File: src/rtl/vc_pkg.sv
// Shared types and constants for the victim cache sequencing controller.
package vc_pkg;

    localparam int NUM_WAYS = 8;
    localparam int TAG_W    = 44;
    localparam int IDX_W    = 6;
    localparam int OFF_W    = 6;
    localparam int PLRU_W   = 7;
    localparam int WAY_W    = 3;
    localparam int ADDR_W   = IDX_W + OFF_W;

    typedef enum logic [2:0] {
        IDLE,
        INSERT,
        LOOK1,
        LOOK2,
        INVAL
    } vc_state_t;

    // Index of the lowest set bit; 0 when the vector is empty.
    function automatic logic [WAY_W-1:0] lowest_way(input logic [NUM_WAYS-1:0] vec);
        logic [WAY_W-1:0] w;
        w = '0;
        for (int i = NUM_WAYS - 1; i >= 0; i--) begin
            if (vec[i]) w = WAY_W'(i);
        end
        return w;
    endfunction

endpackage

File: src/rtl/victim_cache_ctrl_if.sv
// Request/response and datapath control bundle of the victim cache controller.
// master: L1 + datapath side, slave: the controller.
interface victim_cache_ctrl_if;
    import vc_pkg::*;

    logic                evict_valid;
    logic                evict_ready;
    logic                lookup_valid;
    logic [ADDR_W-1:0]   lookup_addr;
    logic                lookup_ready;
    logic                tlb_miss;
    logic [NUM_WAYS-1:0] valid_bits;
    logic [NUM_WAYS-1:0] hit_vec;
    logic [NUM_WAYS-1:0] vc_write_en;
    logic [NUM_WAYS-1:0] vc_inval;
    logic [ADDR_W-1:0]   vc_addr;
    logic                rd_squash;
    logic                resp_valid;
    logic                resp_hit;
    logic [WAY_W-1:0]    resp_way;

    modport master (
        output evict_valid, lookup_valid, lookup_addr, tlb_miss, valid_bits, hit_vec,
        input  evict_ready, lookup_ready, vc_write_en, vc_inval, vc_addr,
               rd_squash, resp_valid, resp_hit, resp_way
    );

    modport slave (
        input  evict_valid, lookup_valid, lookup_addr, tlb_miss, valid_bits, hit_vec,
        output evict_ready, lookup_ready, vc_write_en, vc_inval, vc_addr,
               rd_squash, resp_valid, resp_hit, resp_way
    );

endinterface

File: src/rtl/vc_plru.sv
// 7-bit tree pseudo-LRU for 8 ways. b[0] is the root, b[1..2] the middle
// level, b[3..6] the leaves; a bit of 0 steers the victim walk left.
// A touch either points the path away from the way (normal use) or toward
// it (so the next replacement picks that way).
module vc_plru
    import vc_pkg::*;
(
    input  logic             clk,
    input  logic             reset,
    input  logic             touch,
    input  logic             toward,
    input  logic [WAY_W-1:0] way,
    output logic [WAY_W-1:0] victim
);

    logic [PLRU_W-1:0] bits_q;
    logic [PLRU_W-1:0] bits_d;
    logic [WAY_W-1:0]  dir;

    // Walk the tree from the root to find the replacement way.
    always_comb begin
        victim    = '0;
        victim[2] = bits_q[0];
        victim[1] = victim[2] ? bits_q[2] : bits_q[1];
        case (victim[2:1])
            2'b00:   victim[0] = bits_q[3];
            2'b01:   victim[0] = bits_q[4];
            2'b10:   victim[0] = bits_q[5];
            default: victim[0] = bits_q[6];
        endcase
    end

    // Rewrite the three bits on the path of the touched way.
    always_comb begin
        bits_d = bits_q;
        dir    = way ^ {WAY_W{~toward}};
        if (touch) begin
            bits_d[0] = dir[2];
            if (way[2]) bits_d[2] = dir[1];
            else        bits_d[1] = dir[1];
            case (way[2:1])
                2'b00:   bits_d[3] = dir[0];
                2'b01:   bits_d[4] = dir[0];
                2'b10:   bits_d[5] = dir[0];
                default: bits_d[6] = dir[0];
            endcase
        end
    end

    // Tree state register.
    always_ff @(posedge clk or negedge reset) begin
        if (!reset) bits_q <= '0;
        else        bits_q <= bits_d;
    end

endmodule

File: src/rtl/victim_cache_ctrl.sv
// Sequencing controller for the 8-entry fully associative victim cache.
// Arbitrates L1 eviction inserts against L1 miss lookups (inserts win),
// picks the replacement way, tracks the 2-cycle read and invalidates a
// hitting way as its line moves back to L1.
// Optional: define VC_PERF_CNT_EN to add saturating hit/miss/insert
// counters on perf_cnt = {inserts, misses, hits}.
module victim_cache_ctrl
    import vc_pkg::*;
(
    input  logic               clk,
    input  logic               reset,
    victim_cache_ctrl_if.slave bus,
    output logic               busy
`ifdef VC_PERF_CNT_EN
    ,
    output logic [95:0]        perf_cnt
`endif
);

    vc_state_t         state_q, state_d;
    logic [ADDR_W-1:0] addr_q;
    logic              tlb_q;
    logic [WAY_W-1:0]  way_q;
    logic [WAY_W-1:0]  victim, ins_way, plru_way, hit_way;
    logic              plru_touch, plru_toward;
    logic              evict_rdy, lookup_rdy;
    logic              hit_any;

    assign hit_any = |bus.hit_vec;
    assign hit_way = lowest_way(bus.hit_vec);
    // Fill an empty way first; only evict by PLRU when every way is valid.
    assign ins_way = (&bus.valid_bits) ? victim : lowest_way(~bus.valid_bits);

    vc_plru u_plru (
        .clk    (clk),
        .reset  (reset),
        .touch  (plru_touch),
        .toward (plru_toward),
        .way    (plru_way),
        .victim (victim)
    );

    // Next-state and per-state outputs.
    always_comb begin
        state_d         = state_q;
        evict_rdy       = 1'b0;
        lookup_rdy      = 1'b0;
        plru_touch      = 1'b0;
        plru_toward     = 1'b0;
        plru_way        = ins_way;
        bus.vc_write_en = '0;
        bus.vc_inval    = '0;
        bus.rd_squash   = 1'b0;
        bus.resp_valid  = 1'b0;
        bus.resp_hit    = 1'b0;
        bus.resp_way    = '0;
        case (state_q)
            IDLE: begin
                evict_rdy  = bus.evict_valid;
                lookup_rdy = bus.lookup_valid && !bus.evict_valid;
                if (bus.evict_valid)       state_d = INSERT;
                else if (bus.lookup_valid) state_d = LOOK1;
            end
            INSERT: begin
                bus.vc_write_en = NUM_WAYS'(1) << ins_way;
                plru_touch      = 1'b1;
                state_d         = IDLE;
            end
            LOOK1: begin
                if (tlb_q) begin
                    bus.rd_squash  = 1'b1;
                    bus.resp_valid = 1'b1;
                    state_d        = IDLE;
                end else begin
                    state_d = LOOK2;
                end
            end
            LOOK2: begin
                bus.resp_valid = 1'b1;
                bus.resp_hit   = hit_any;
                bus.resp_way   = hit_way;
                state_d        = hit_any ? INVAL : IDLE;
            end
            INVAL: begin
                bus.vc_inval = NUM_WAYS'(1) << way_q;
                plru_touch   = 1'b1;
                plru_toward  = 1'b1;
                plru_way     = way_q;
                state_d      = IDLE;
            end
            default: state_d = IDLE;
        endcase
    end

    // Readies are held low while reset is asserted even though the state is IDLE.
    assign bus.evict_ready  = evict_rdy && reset;
    assign bus.lookup_ready = lookup_rdy && reset;
    assign bus.vc_addr      = addr_q;
    assign busy             = (state_q != IDLE);

    // State, latched lookup address/TLB status and the hitting way.
    always_ff @(posedge clk or negedge reset) begin
        if (!reset) begin
            state_q <= IDLE;
            addr_q  <= '0;
            tlb_q   <= 1'b0;
            way_q   <= '0;
        end else begin
            state_q <= state_d;
            if (lookup_rdy) begin
                addr_q <= bus.lookup_addr;
                tlb_q  <= bus.tlb_miss;
            end
            if (state_q == LOOK2) way_q <= hit_way;
        end
    end

`ifdef VC_PERF_CNT_EN
    logic [31:0] hits_q, misses_q, inserts_q;

    function automatic logic [31:0] sat_inc(input logic [31:0] v);
        return (&v) ? v : v + 32'd1;
    endfunction

    // Saturating event counters; squashed lookups count as misses.
    always_ff @(posedge clk or negedge reset) begin
        if (!reset) begin
            hits_q    <= '0;
            misses_q  <= '0;
            inserts_q <= '0;
        end else begin
            if (state_q == INSERT) inserts_q <= sat_inc(inserts_q);
            if (state_q == LOOK2 && hit_any) hits_q <= sat_inc(hits_q);
            if ((state_q == LOOK2 && !hit_any) || (state_q == LOOK1 && tlb_q))
                misses_q <= sat_inc(misses_q);
        end
    end

    assign perf_cnt = {inserts_q, misses_q, hits_q};
`endif

endmodule

File: src/flat_wrapper.sv
// flat-port wrapper written by rule: the top's interface ports become plain ports
module victim_cache_ctrl_flat import vc_pkg::*;
  (clk, reset, busy, bus_evict_valid, bus_lookup_valid, bus_lookup_addr, bus_tlb_miss, bus_valid_bits, bus_hit_vec, bus_evict_ready, bus_lookup_ready, bus_vc_write_en, bus_vc_inval, bus_vc_addr, bus_rd_squash, bus_resp_valid, bus_resp_hit, bus_resp_way);
  victim_cache_ctrl_if bus_i ();
  input  logic clk;
  input  logic reset;
  output logic busy;
  input wire logic [$bits(bus_i.evict_valid)-1:0] bus_evict_valid;
  input wire logic [$bits(bus_i.lookup_valid)-1:0] bus_lookup_valid;
  input wire logic [$bits(bus_i.lookup_addr)-1:0] bus_lookup_addr;
  input wire logic [$bits(bus_i.tlb_miss)-1:0] bus_tlb_miss;
  input wire logic [$bits(bus_i.valid_bits)-1:0] bus_valid_bits;
  input wire logic [$bits(bus_i.hit_vec)-1:0] bus_hit_vec;
  output wire logic [$bits(bus_i.evict_ready)-1:0] bus_evict_ready;
  output wire logic [$bits(bus_i.lookup_ready)-1:0] bus_lookup_ready;
  output wire logic [$bits(bus_i.vc_write_en)-1:0] bus_vc_write_en;
  output wire logic [$bits(bus_i.vc_inval)-1:0] bus_vc_inval;
  output wire logic [$bits(bus_i.vc_addr)-1:0] bus_vc_addr;
  output wire logic [$bits(bus_i.rd_squash)-1:0] bus_rd_squash;
  output wire logic [$bits(bus_i.resp_valid)-1:0] bus_resp_valid;
  output wire logic [$bits(bus_i.resp_hit)-1:0] bus_resp_hit;
  output wire logic [$bits(bus_i.resp_way)-1:0] bus_resp_way;
  assign bus_i.evict_valid = bus_evict_valid;
  assign bus_i.lookup_valid = bus_lookup_valid;
  assign bus_i.lookup_addr = bus_lookup_addr;
  assign bus_i.tlb_miss = bus_tlb_miss;
  assign bus_i.valid_bits = bus_valid_bits;
  assign bus_i.hit_vec = bus_hit_vec;
  assign bus_evict_ready = bus_i.evict_ready;
  assign bus_lookup_ready = bus_i.lookup_ready;
  assign bus_vc_write_en = bus_i.vc_write_en;
  assign bus_vc_inval = bus_i.vc_inval;
  assign bus_vc_addr = bus_i.vc_addr;
  assign bus_rd_squash = bus_i.rd_squash;
  assign bus_resp_valid = bus_i.resp_valid;
  assign bus_resp_hit = bus_i.resp_hit;
  assign bus_resp_way = bus_i.resp_way;
  victim_cache_ctrl u_core (.clk(clk), .reset(reset), .bus(bus_i), .busy(busy));
endmodule
File: config.mk
export PLATFORM = sky130hd
export DESIGN_NAME = victim_cache_ctrl_flat
export DESIGN_NICKNAME = d
export VERILOG_FILES = /design/src/rtl/vc_pkg.sv /design/src/rtl/victim_cache_ctrl_if.sv /design/src/rtl/vc_plru.sv /design/src/rtl/victim_cache_ctrl.sv /design/src/flat_wrapper.sv
export SDC_FILE = /design/constraint.sdc
export NUM_CORES = 1
export LEC_CHECK = 0
export BUFFER_PORTS_ARGS = -buffer_cell sky130_fd_sc_hd__buf_2
export CAP_MARGIN = 20
export CORE_UTILIZATION = 25
export CTS_CLUSTER_DIAMETER = 120
export CTS_CLUSTER_SIZE = 14
export DETAILED_ROUTE_END_ITERATION = 16
export PLACE_DENSITY = 0.57
export SLEW_MARGIN = 20
export SYNTH_ARGS = -nofsm -noshare
export SYNTH_HDL_FRONTEND = slang
export SYNTH_SLANG_ARGS = --single-unit
File: constraint.sdc
create_clock -name clk -period 2.05 [get_ports clk]
set_input_delay 0.205 -clock clk [delete_from_list [all_inputs] [get_ports clk]]
set_output_delay 0.205 -clock clk [all_outputs]
set_load 0.01 [all_outputs]
; Word-level counts from Yosys, hierarchy flattened
; Index checks and enable logic that the tools add are counted.
[word_totals]
output_inout_bits = 37
elab_cells = 81
regBits = 26
[op_classes]
muxes = 36
bitwise = 5
reduce_logical = 18
eq_ne = 9
shift = 2
[ops]
columns = operator, n
row1 = two-way mux 3 bit, 22
row2 = two-way mux 8 bit, 2
row3 = "left shift 1 x 3 -> 8 bit, first input constant", 2
row4 = AND reduction 2 bit, 6
row5 = one-hot mux 3 bit (3 select lines), 1
row6 = two-way mux 1 bit, 8
row7 = inverter 8 bit, 1
row8 = AND reduction 8 bit, 1
row9 = OR reduction 8 bit, 1
row10 = "== test 3 x 2 -> 1 bit, second input constant", 2
row11 = "== test 2 x 1 -> 1 bit, second input constant", 2
row12 = "== test 2 bit, second input constant", 2
row13 = zero test 2 bit, 2
row14 = "== test 3 x 1 -> 1 bit, second input constant", 1
row15 = "== test 3 bit, second input constant", 1
row16 = logical AND 1 bit, 3
row17 = zero test 3 bit, 1
row18 = "inequality test 3 bit, second input constant", 1
row19 = inverter 1 bit, 3
row20 = one-hot mux 1 bit (3 select lines), 1
row21 = nonzero test 3 bit, 1
row22 = OR reduction 3 bit, 1
row23 = bitwise XOR 3 bit, 1
row24 = two-way mux 2 bit, 1
row25 = 3 further kinds, 3

; Logic depth before layout (Yosys ltp)
[logic_depth]
ltp_word = 15
ltp_mapped = 6
mapped_depth_nobuf = 5

; Modules after synthesis
; From an unflattened synthesis, not the netlist that was laid out.
[unflattened]
cells_unflattened = 155
hier_area_um2 = 1627.8
[modules_own_cells]
columns = module, cells_each, instances, seq_area_each_um2, area_per_inst_um2
row1 = victim_cache_ctrl, 127, 1, 475.5, 1256.2
row2 = vc_plru, 28, 1, 175.2, 371.6

; Worst setup path after synthesis
; OpenSTA, ideal clock, no wires.
[synth_path]
path_type = reg2out
start = register u_core.state_q[1]
end = output port bus_vc_write_en[7]
stages_incl_launch_ff = 6
required_ns = 1.845
path_slack_ns = 0.452
arrival_ns = 1.393
path_cell_list = dfrtp_1 > buf_2 > nor3b_2 > o211ai_1 > nand2b_1 > a21oi_1
[synth_between]
elab_chain_len = 2
[synth_lines]
columns = element, line_no
row1 = from (decl), victim_cache_ctrl.sv:20  ; vc_state_t state_q, state_d;
row2 = from (signal assigned), victim_cache_ctrl.sv:109  ; state_q <= state_d;
row3 = == test 3 x 1 -> 1 bit, victim_cache_ctrl.sv:57  ; case (state_q)
row4 = two-way mux 8 bit, victim_cache_ctrl.sv:57
row5 = to (decl), flat_wrapper.sv:16  ; output wire logic [$bits(bus_i.vc_write_en)-1:0] bus_vc_write_en;
; No other way between the ends.

; Final worst setup path
; Same ends and word-level chain as after synthesis.

==> metrics.txt <==
status=completed; Tot Pwr=2.48 mW; Worst Path Arrival=1750 ps; final worst path period share=0.952; Slew HR=0.671; GPL Wtd Cong=0.875; Hold Crit Class=in2reg; largest net degree at the start of global routing=16; CP Max Fanout=12; Crit. End Element=output port; most common cell in the netlist=dfrtp_1; hold path startpoint=bus_lookup_addr[1]; clk buf depth=2; CP Launch Type=register; Cell Area, Placed=2040 um^2; top achievable clock speed=512 MHz; slowest library cell on the worst path=dfrtp_2; synthesized area=1590 um^2; Post-Syn Instances=168; DP Worst Slack=236 ps; DRC violations left=0; TritonCTS Buffers=3; initial antenna violation count=0; Skew-Pair Late Insertion Delay=270 ps; CP peak stage delay=520 ps; DR vias=1548; Post-synth EDFFs=0; P per Cell Area=1150 nW/um^2; Yosys reg bits=26; final WL=4.02 mm; GRT Resource Usage Total=0.119; Commonest cells post-synth=dfrtp_1, nand2_1, nor2_1; Setup violations, final=0; WP depth=5; Required @ worst endpoint=1850 ps; Synth warnings=0; Inserted Diodes=0; max-slew violations=0; Leak=1.07 nW; clk sink count=26; Avg Cell Area, Syn=9.47 um^2; FFs w/ async S/R, synth=1.00; Clock Skew=2.64 ps; Die Footprint=6690 um^2; DIE HEIGHT=81.8 um; Filler cells=640; vias in the first global route=1319; Hold Vio Cnt, Final=0; share of the core filled with cells=0.358; # IOs=70; min Tclk post-route=1950 ps; met3 wire len=351 um; M1 WL=1.85 mm; post-route cell area=2160 um^2; worst hold slack=139 ps; Reg2Reg Depth=6; Final nets=277; dpl hpwl=3.25 mm; CTS tree=yes; total number of placement rows=28; I/O Buffers=69; first-pass GRT wire length=6.08 mm; total global routing overflow=0; H-Tree Depth=1; Worst-Margin Slew=489 ps; Yosys cell types=49; met2 WL=1.75 mm; WL/cell=12.6 um; Top Metal Used=met4; WHS Path Cells=2; TNS Setup=0 ps; Synth area leader=dfrtp_1; DRT antenna net count=0; layout cells sized above 1=0.387; CP Cell Sequence=nor3b_4 > o211ai_1 > nand2b_1 > a21oi_1 > buf_2; 1st-iter DRT viols=44; Inst Count DP=311; synth top area cells=dfrtp_1, mux2_1, nand2_1, nor2_1, a21oi_1; DIE WIDTH=81.8 um; initial core utilization=0.264; Synth Flop Type=dfrtp_1; CTS root buf=clkbuf_8; Worst VDD drop=635 uV; total core area=6030 um^2; CTS clock-pin slew for the worst setup and hold paths=90 ps; Layout area overhead=35.5%; Non-Filler Instances=318; Synth Net Count=201; worst r2r src=u_core.u_plru.bits_q[0]; CP delay by family, top=flip-flops; crit path launch=u_core.state_q[1]; maxcap violations=0; fin worst setup slack=97.6 ps; WP buf/inv=1; share of the synthesized area in the top cell type=0.409; register area share after synthesis=0.409; DR pass1 iterations=4; Via density=4.87; WS Path Type=reg2out
## sequential cells by signal, summed over array words and instances (netlist names)
| register | cells |
|---|---|
| u_core.state_q | 3 |
| u_core.way_q | 3 |
| u_core.tlb_q | 1 |
| u_core.u_plru.bits_q | 7 |
| u_core.bus.vc_addr | 12 |
## per-layer routing
layer  vias to the layer above  GRT usage
li1                        769          -
met1                       699      0.152
met2                        73      0.188
met3                         7     0.0311
met4                         0     0.0491
met5                         -          0
## cells in the final DEF, fill, tap and decap left out, types with 2 or more instances in the layout
master and count:
inv_1 9, a21oi_1 11, nor3_1 8, dfrtp_2 3, and3_1 3, nor4_1 3
a211oi_1 2, buf_4 7, buf_2 69, mux2_1 13, o211ai_1 4, a21o_1 2
clkbuf_8 3, and2_1 2, o21ai_0 5, and4_1 2, nand2b_1 6, nand4_1 2
nand3_1 2, dfrtp_1 23, nor3b_4 2, nor3b_1 2, nor2_1 15, nand2_1 16
a21boi_0 2
## cells by family (layout without fill, tap and decap cells)
| kind of cell | Yosys count | after routing | synth area share |
|---|---|---|---|
| multiplexers | 15 | 15 | 0.107 |
| AND/OR/NAND/NOR | 71 | 71 | 0.254 |
| buffers and inverters | 15 | 90 | 0.0401 |
| flip-flops | 26 | 26 | 0.409 |
| AO/OA/AOI/OAI | 41 | 41 | 0.190 |
## final timing paths
kind                                      endpoint  slack, ps
max in group asynchronous  u_core.u_plru.bits_q[0]       1200
hold reg to reg              u_core.bus.vc_addr[9]        500
hold / removal               u_core.bus.vc_addr[1]        140
min in group asynchronous    u_core.bus.vc_addr[1]        350
setup / recovery                bus_vc_write_en[7]        100
setup reg to reg           u_core.u_plru.bits_q[6]        240
## area by class of cell
class | count | area (um^2) | area share
Clock inverter | 1 | 30.0 | 0.0139
Timing Repair Buffer | 77 | 408 | 0.189
Tap cell | 75 | 93.8 | 0.0435
Sequential cell | 26 | 654 | 0.304
Inverter | 9 | 33.8 | 0.0157
Clock buffer | 3 | 41.3 | 0.0192
Multi-Input combinational cell | 127 | 895 | 0.415
## what timing repair did
| action | 4_1_cts | 5_1_grt |
|---|---|---|
| hold buffers | 1 | 0 |
| resized for setup | 2 | 4 |
| pin swaps | 0 | 2 |
| endpoints found under the hold margin | 12 | 0 |
| setup buffers | 0 | 2 |
| setup endpoints to repair | 2 | 7 |
## report_power, final
part,switching (mW),internal [mW]
Sequential,0.245,0.756
Combinational,0.548,0.509
Clock,0.161,0.261
Note: power is estimated with default switching activity, not from simulation.
